==> config.mk <==
export PLATFORM = sky130hd
export DESIGN_NAME = uart_cmd_parser
export DESIGN_NICKNAME = d
export VERILOG_FILES = /design/src/rtl/uart_cmd_parser_pkg.sv /design/src/rtl/uart_cmd_parser_sat_cnt8.sv /design/src/rtl/uart_cmd_parser.sv
export SDC_FILE = /design/constraint.sdc
export NUM_CORES = 1
export LEC_CHECK = 0
export BUFFER_PORTS_ARGS = -buffer_cell sky130_fd_sc_hd__buf_2
export CAP_MARGIN = 30
export CORE_ASPECT_RATIO = 1.75
export CORE_MARGIN = 2
export CORE_UTILIZATION = 56
export DETAILED_ROUTE_END_ITERATION = 6
export HOLD_SLACK_MARGIN = 0.05
export PLACE_DENSITY = 0.79
export RECOVER_POWER = 25
export REMOVE_ABC_BUFFERS = 1
export SETUP_SLACK_MARGIN = 0.02
export SKIP_CTS_REPAIR_TIMING = 1
export SYNTH_ARGS = -nofsm -noshare
export SYNTH_HDL_FRONTEND = slang
export SYNTH_SLANG_ARGS = --single-unit
==> constraint.sdc <==
create_clock -name clk -period 2.9 [get_ports clk]
set_input_delay 0.58 -clock clk [delete_from_list [all_inputs] [get_ports clk]]
set_output_delay 0.58 -clock clk [all_outputs]
set_load 0.02 [all_outputs]
==> src/rtl/uart_cmd_parser_pkg.sv <==
// Shared constants for the UART framed-command parser.
// Frame layout is {SYNC, CMD, DATA, CSUM}.
package uart_cmd_parser_pkg;

  localparam logic [2:0] ST_SYNC = 3'd0;
  localparam logic [2:0] ST_CMD  = 3'd1;
  localparam logic [2:0] ST_DATA = 3'd2;
  localparam logic [2:0] ST_CSUM = 3'd3;
  localparam logic [2:0] ST_OUT  = 3'd4;

  localparam logic [7:0] DEF_SYNC_BYTE   = 8'hA5;
  localparam logic [7:0] DEF_CMD_ATTEMPT = 8'h01;
  localparam logic [7:0] DEF_CMD_PING    = 8'h02;

  localparam int DEF_TIMEOUT_CYC = 2000;
  localparam int DEF_TMO_W       = 16;

  // XOR of the three leading frame bytes.
  function automatic logic [7:0] frame_csum(
    input logic [7:0] s,
    input logic [7:0] c,
    input logic [7:0] d
  );
    return s ^ c ^ d;
  endfunction

endpackage

==> src/rtl/uart_cmd_parser_sat_cnt8.sv <==
// Saturating 8-bit event counter.
// Sticks at 8'hFF instead of wrapping.
module sat_cnt8 (
  input  logic       clk,
  input  logic       rst,
  input  logic       en,
  output logic [7:0] cnt
);

  // count enabled events, holding at all-ones
  always_ff @(posedge clk) begin
    if (rst) begin
      cnt <= '0;
    end else if (en && (cnt != 8'hFF)) begin
      cnt <= cnt + 8'd1;
    end
  end

endmodule

==> src/rtl/uart_cmd_parser.sv <==
// Framed-command parser between UART RX stream and the attempt FSM.
// Validates {SYNC,CMD,DATA,CSUM} frames, forwards ATTEMPT data bytes.
module uart_cmd_parser
  import uart_cmd_parser_pkg::*;
#(
  parameter logic [7:0] SYNC_BYTE   = DEF_SYNC_BYTE,
  parameter logic [7:0] CMD_ATTEMPT = DEF_CMD_ATTEMPT,
  parameter logic [7:0] CMD_PING    = DEF_CMD_PING,
  parameter int         TIMEOUT_CYC = DEF_TIMEOUT_CYC,
  parameter int         TMO_W       = DEF_TMO_W
) (
  input  logic       clk,
  input  logic       rst,
  input  logic [7:0] s_axis_tdata,
  input  logic       s_axis_tvalid,
  output logic       s_axis_tready,
  output logic [7:0] m_axis_tdata,
  output logic       m_axis_tvalid,
  input  logic       m_axis_tready,
  output logic       ping_pulse,
  output logic       err_pulse,
  output logic [7:0] frame_cnt,
  output logic [7:0] err_cnt,
  output logic       busy
);

  localparam logic [TMO_W-1:0] TMO_LAST =
    TMO_W'(TIMEOUT_CYC - 1);

  logic [2:0]       state_q;
  logic [2:0]       state_d;
  logic [7:0]       cmd_q;
  logic [7:0]       cmd_d;
  logic [7:0]       data_q;
  logic [7:0]       data_d;
  logic [TMO_W-1:0] tmr_q;
  logic [TMO_W-1:0] tmr_d;
  logic             ping_q;
  logic             ping_d;
  logic             err_q;
  logic             err_d;
  logic             frame_inc;
  logic             acc;
  logic             in_frame;
  logic             tmo;
  logic             csum_ok;

  assign s_axis_tready = (state_q != ST_OUT);
  assign acc           = s_axis_tvalid && s_axis_tready;

  assign in_frame = (state_q == ST_CMD)
                 || (state_q == ST_DATA)
                 || (state_q == ST_CSUM);

  // idle budget used up on this cycle with nothing arriving
  assign tmo = in_frame && !acc && (tmr_q == TMO_LAST);

  assign csum_ok =
    (s_axis_tdata == frame_csum(SYNC_BYTE, cmd_q, data_q));

  assign m_axis_tvalid = (state_q == ST_OUT);
  assign m_axis_tdata  = m_axis_tvalid ? data_q : 8'h00;
  assign busy          = (state_q != ST_SYNC);
  assign ping_pulse    = ping_q;
  assign err_pulse     = err_q;

  // next-state, latch and decision logic
  always_comb begin
    state_d   = state_q;
    cmd_d     = cmd_q;
    data_d    = data_q;
    tmr_d     = '0;
    ping_d    = 1'b0;
    err_d     = 1'b0;
    frame_inc = 1'b0;

    if (in_frame && !acc) begin
      tmr_d = tmr_q + 1'b1;
    end

    case (state_q)
      ST_SYNC: begin
        if (acc && (s_axis_tdata == SYNC_BYTE)) begin
          state_d = ST_CMD;
        end
      end
      ST_CMD: begin
        if (acc && (s_axis_tdata != SYNC_BYTE)) begin
          cmd_d   = s_axis_tdata;
          state_d = ST_DATA;
        end
      end
      ST_DATA: begin
        if (acc) begin
          data_d  = s_axis_tdata;
          state_d = ST_CSUM;
        end
      end
      ST_CSUM: begin
        if (acc) begin
          unique case (1'b1)
            csum_ok && (cmd_q == CMD_ATTEMPT): begin
              state_d   = ST_OUT;
              frame_inc = 1'b1;
            end
            csum_ok && (cmd_q == CMD_PING): begin
              state_d   = ST_SYNC;
              ping_d    = 1'b1;
              frame_inc = 1'b1;
            end
            default: begin
              state_d = ST_SYNC;
              err_d   = 1'b1;
            end
          endcase
        end
      end
      ST_OUT: begin
        if (m_axis_tready) begin
          state_d = ST_SYNC;
        end
      end
      default: begin
        state_d = ST_SYNC;
      end
    endcase

    if (tmo) begin
      state_d = ST_SYNC;
      err_d   = 1'b1;
      tmr_d   = '0;
    end
  end

  // register state, latched bytes, timer and pulses
  always_ff @(posedge clk) begin
    if (rst) begin
      state_q <= ST_SYNC;
      cmd_q   <= '0;
      data_q  <= '0;
      tmr_q   <= '0;
      ping_q  <= 1'b0;
      err_q   <= 1'b0;
    end else begin
      state_q <= state_d;
      cmd_q   <= cmd_d;
      data_q  <= data_d;
      tmr_q   <= tmr_d;
      ping_q  <= ping_d;
      err_q   <= err_d;
    end
  end

  sat_cnt8 u_frame_cnt (
    .clk (clk),
    .rst (rst),
    .en  (frame_inc),
    .cnt (frame_cnt)
  );

  sat_cnt8 u_err_cnt (
    .clk (clk),
    .rst (rst),
    .en  (err_d),
    .cnt (err_cnt)
  );

endmodule
; ---- After elaboration in Yosys (flattened, before gate mapping)
; Index checks and enable logic that the tools add are counted.
[totals]
register_bits = 53
output_inout_bits = 29
wordCells = 71
[classes]
add_sub_neg = 3
eq_ne = 18
muxes = 16
n_bitwise = 5
n_reduce_logical = 21
[op_table]
columns = operator, count
row1 = $ne 8x8->1 const B, 3
row2 = $mux 3, 6
row3 = $add 16x1->16 const B, 1
row4 = $add 8x1->8 const B, 2
row5 = $eq 16x11->1 const B, 1
row6 = $pmux 3 s5, 1
row7 = $logic_and 1x1->1, 9
row8 = $eq 8x1->1 const B, 1
row9 = $eq 8x2->1 const B, 1
row10 = $eq 8x8->1, 1
row11 = $eq 8x8->1 const B, 1
row12 = $mux 1, 8
row13 = $mux 8, 1
row14 = $xor 8x8->8, 1
row15 = $eq 3x2->1 const B, 2
row16 = $ne 2x2->1 const B, 3
row17 = $reduce_or 3->1, 2
row18 = $reduce_and 5->1, 1
row19 = $ne 2x1->1 const B, 2
row20 = $not 4->4, 1
row21 = $reduce_and 2->1, 2
row22 = $reduce_or 2->1, 2
row23 = $eq 3x1->1 const B, 1
row24 = $eq 3x3->1 const B, 1
row25 = 6 further kinds, 9

; ---- Logic depth before layout (Yosys ltp)
[depth]
depth_word = 10
depth_mapped = 8
mapped_depth_nobuf = 7

; ---- Modules after synthesis
; From an unflattened synthesis, not the netlist that was laid out.
[unflattened]
cells_unflattened = 290
hier_area_um2 = 2730.1
[by_module_without_submodules]
columns = mod, n_inst, cells_each, area_per_inst_um2
row1 = uart_cmd_parser, 1, 198, 1869.3
row2 = sat_cnt8, 2, 46, 430.4

; ---- Worst setup path after synthesis
; Ideal clock, no wire load.
[synth_path]
path_kind = input -> register
startpoint = input port s_axis_tdata[5]
endpoint = register u_err_cnt.cnt[1]
setup_time_ns = 0.126
t_arrival_ns = 2.415
required_ns = 2.774
path_slack_ns = 0.360
stages = 6
path_cell_list = xnor3_1 -> or4_1 -> or4_4 -> a31oi_2 -> mux2i_1 -> nor2_1
[synth_via]
elab_chain_cells = 8
[synth_lines]
columns = item, line_no
row1 = start: declaration, uart_cmd_parser.sv:14  ; input logic [7:0] s_axis_tdata,
row2 = $eq 8x8->1 (*), uart_cmd_parser.sv:59  ; (s_axis_tdata == frame_csum(SYNC_BYTE, cmd_q, data_q));
row3 = "$logic_and 1x1->1, on equally long branches", "uart_cmd_parser.sv:102, uart_cmd_parser.sv:106"
row4 = $reduce_or 2->1 (no line) (*), --
row5 = $mux 1 (*), uart_cmd_parser.sv:101  ; unique case (1'b1)
row6 = $mux 1 (*), uart_cmd_parser.sv:100  ; if (acc) begin
row7 = $mux 1 (*), uart_cmd_parser.sv:81  ; case (state_q)
row8 = $mux 1 (*), uart_cmd_parser.sv:128  ; if (tmo) begin
row9 = $logic_and 1x1->1 (*), uart_cmd_parser_sat_cnt8.sv:14  ; end else if (en && (cnt != 8'hFF)) begin
row10 = end signal: assignment, uart_cmd_parser_sat_cnt8.sv:15  ; cnt <= cnt + 8'd1;
row11 = end: declaration, uart_cmd_parser_sat_cnt8.sv:7  ; output logic [7:0] cnt
; Mark *: on every way between the ends. The rest lies on a longest branch, timed or not.
; A chain may end at the register's enable or synchronous reset.

; ---- Worst setup path in the final report
[layout_path]
startpoint = register data_q[5]
endpoint = register u_err_cnt.cnt[1]
[layout_via]
elab_chain_cells = 9
[layout_lines]
columns = item, line_no
row1 = start: declaration, uart_cmd_parser.sv:34  ; logic [7:0] data_q;
row2 = start signal: assignment, uart_cmd_parser.sv:147  ; data_q <= data_d;
row3 = $xor 8x8->8 (*), uart_cmd_parser_pkg.sv:24  ; return s ^ c ^ d;
row4 = $eq 8x8->1 (*), uart_cmd_parser.sv:59
row5 = "$logic_and 1x1->1, on equally long branches", "uart_cmd_parser.sv:102, uart_cmd_parser.sv:106"
row6 = $reduce_or 2->1 (no line) (*), --
row7 = $mux 1 (*), uart_cmd_parser.sv:101
row8 = $mux 1 (*), uart_cmd_parser.sv:100
row9 = $mux 1 (*), uart_cmd_parser.sv:81
row10 = $mux 1 (*), uart_cmd_parser.sv:128
row11 = $logic_and 1x1->1 (*), uart_cmd_parser_sat_cnt8.sv:14
; Marks and branches as above.

==> metrics.md <==
| Metric | Value |
|---|---|
| Die Ht | about 95 um |
| Crit path largest cell delay | approximately 540 ps |
| Final Cycle Share | 0.865 |
| Post-DP HPWL | between 3 and 4 mm |
| R2R setup slack | 390 ps |
| # diodes | 0 |
| Area of the multi-input gates | approximately 1500 um^2 |
| Drt pass-1 iters | 4 |
| VDD IR max | between 0.0003 and 0.0004 V |
| IO Pins | 41 |
| DRC | 0 |
| Fin crit period | between 2000 and 3000 ps |
| Total grt overflow | 0 |
| Crit Path Category | flip-flop to flip-flop |
| Crit-path leading delay family | simple AND/OR/NAND/NOR gates |
| Avg WL per Cell | about 14 um |
| DIE WIDTH | 56.0 um |
| Total negative slack | 0 ps |
| Initial core utilization | 0.574 |
| Critical-path top delay cell | or4_1 |
| Worst hold stages | 1 |
| TritonCTS buffer count | 5 |
| Reg area | 1060 um^2 |
| Critical Path, Cell by Cell | xnor3_1 > or4_1 > or4_4 > a31oi_2 > mux2i_1 > nor2_1 |
| Design area | between 2000 and 3000 um^2 |
| Synth Flop Type | dfxtp_1 |
| # nets final | around 340 |
| Max-cap violations | 0 |
| Static Leak | between 1 and 1.5 nW |
| Syn. warnings | 0 |
| Routed via count | between 2k and 2.5k |
| Worst EP required | 3090 ps |
| Sequential share of the synthesized area | 0.400 |
| Max transition margin | 0.468 |
| Status | complete, no violations |
| Post-Synthesis Cells | 280 |
| CTS tree | yes |
| First-pass GRT wire length | between 9 and 10 mm |
| Antenna-violating nets left | 0 |
| Post-synth EDFFs | 0 |
| Util after Layout | 0.639 |
| Clock sink total | 53 |
| Final wirelength | approximately 5.3 mm |
| CTS root buf | clkbuf_8 |
| DR vias/cell | approximately 5.7 |
| Synthesized area per cell | approximately 9.5 um^2 |
| Critical Path AT | around 2700 ps |
| Most used routing layer | met2 |
| Die area | roughly 5300 um^2 |
| DP Area | approximately 2900 um^2 |
| Min-delay src | tmr_q[0] |
| # fillers | between 400 and 500 |
| Clock Tree Buf Depth | 2 |
| Worst setup EP type | flip-flop |
| Layout cell share with drive strength beyond 1 | 0.152 |
| Initial antenna violation count | 0 |
| Synth cell types | 48 |
| H-tree levels | 2 |
| Worst Tran Pin Value | between 700 and 800 ps |
| Placed insts | roughly 370 |
| Area Overhead vs Synth | 11.3% |
| Crit path launch type | flip-flop |
| Fin. max-slew vios | 0 |
| Non-filler cells in the finished layout | around 370 |
| Worst Path Buf+Inv | 0 |
| Met2 Resource Use GR | 0.383 |
| Min-Delay Endpoint | tmr_q[0] |
| Worst skew pair latency | 300 ps |
| #FFs+latches synth | 53 |
| Power per cell area | 404 nW/um^2 |
| Tot GR Track Use | 0.215 |
| Worst reg2reg path endpoint | u_err_cnt.cnt[1] |
| Largest net degree at the start of global routing | 24 |
| Port Buffer Count | 40 |
| RSZ-0062 raised after global routing | no |
| Worst Reg-to-Reg Cells | 6 |
| WHS | between 400 and 500 ps |
| Synthesized cell area | 2650 um^2 |
| Critical path peak fanout | 4 |
| Hold crit path type | flip-flop to flip-flop |
| Global Route met1 Usage | 0.243 |
| Reg2Reg Launch Point | data_q[5] |
| Final setup viols | 0 |
| Core area | 4620 um^2 |
| Setup Skew | 3.78 ps |
| Row cnt | 33 |
| Final Wtd Congestion | ~0.86 |
| Asr flop ratio synth | 0 |
| Final Hold Vio Count | 0 |
| Drt initial violations | 37 |
| Reg clk slew, reported paths | ~90 ps |
| Met3 usage | 0.0366 |
| Vias in the first global route | roughly 2.1k |
| Fmax | about 400 MHz |
[cell usage after synthesis (4+ instances only)]
library cell,number,share of area
mux2i_1,18,0.068
or3_1,6,0.014
and3_1,15,0.035
clkbuf_1,7,0.0099
a21oi_1,8,0.015
xnor2_1,11,0.036
nand4_1,5,0.012
nor3_1,6,0.011
nor4_1,4,0.0094
xor2_1,14,0.046
xnor3_1,5,0.042
dfxtp_1,53,0.40
nand2_1,13,0.018
nor2_1,53,0.075
nand3_1,12,0.023
[per-stage QoR]
| step | power (mW) | worst slack [ps] |
|---|---|---|
| detailed placement | 0.798 | 128 |
| global route | 1.24 | 309 |
| global placement | 0.798 | 154 |
| floorplan | 0.771 | 371 |
| finish | 1.19 | 392 |
| CTS | 1.21 | 388 |
[routing by layer]
layer	part of all wire	wire length (um)
met1	0.40	2150
met2	0.53	2840
met3	0.030	158
met4	0.036	191
met5	0	0
[cell type report]
| type | instances | share of cell area |
|---|---|---|
| Multi-Input combinational cell | 214 | 0.513 |
| Sequential cell | 53 | 0.359 |
| Timing Repair Buffer | 46 | 0.0737 |
| Clock buffer | 7 | 0.0292 |
| Tap cell | 52 | 0.0220 |
| Inverter | 2 | 0.00254 |
[how the worst max path moves through the flow]
stage	from	end	slack [ps]	depth (start not counted)
after floorplan	s_axis_tdata[5]	u_err_cnt.cnt[1]	370	6
after detailed placement	s_axis_tdata[5]	u_err_cnt.cnt[1]	130	7
after CTS	data_q[5]	u_err_cnt.cnt[3]	390	6
after global placement	s_axis_tdata[5]	u_err_cnt.cnt[1]	150	7
final	data_q[5]	u_err_cnt.cnt[1]	390	6
after global routing	data_q[5]	u_err_cnt.cnt[1]	310	6
[layout by cell type (no fill, tap or decap), types with 4 or more instances in the layout]
cell	synthesis	routed
nand4_1	5	5
buf_4	1	4
xor2_1	14	14
or3_1	6	6
xnor2_1	11	11
clkbuf_8	0	6
buf_2	0	24
and3_1	15	15
nand2_1	13	13
mux2i_1	18	18
clkbuf_1	7	19
a21oi_1	8	8
nor2_1	53	53
nor3_1	6	6
nand3_1	12	12
nor4_1	4	4
dfxtp_1	53	53
xnor3_1	5	5
[report_power, final]
group / leakage, nW / switching (mW) / internal (mW)
Combinational: 0.707 / 0.0297 / 0.0227
Sequential: 0.427 / 0.00150 / 0.728
Clock: 0.0443 / 0.222 / 0.190
Total: 1.18 / 0.253 / 0.941
[state kept, by name, summed over array words and instances, names as in the netlist]
| name | flops |
|---|---|
| u_err_cnt.cnt | 8 |
| data_q | 8 |
| err_pulse | 1 |
| tmr_q | 16 |
| ping_pulse | 1 |
| state_q | 3 |
| cmd_q | 8 |
| u_frame_cnt.cnt | 8 |
[cell families after synthesis]
logic type | share of synthesized area
mux | 0.0806
xor+xnor | 0.134
fa+ha+maj | 0.0141
buf+inv | 0.0288
simple gates | 0.288
compound gates | 0.0547
flops | 0.400
No activity file was read; power rests on OpenSTA's default activity.
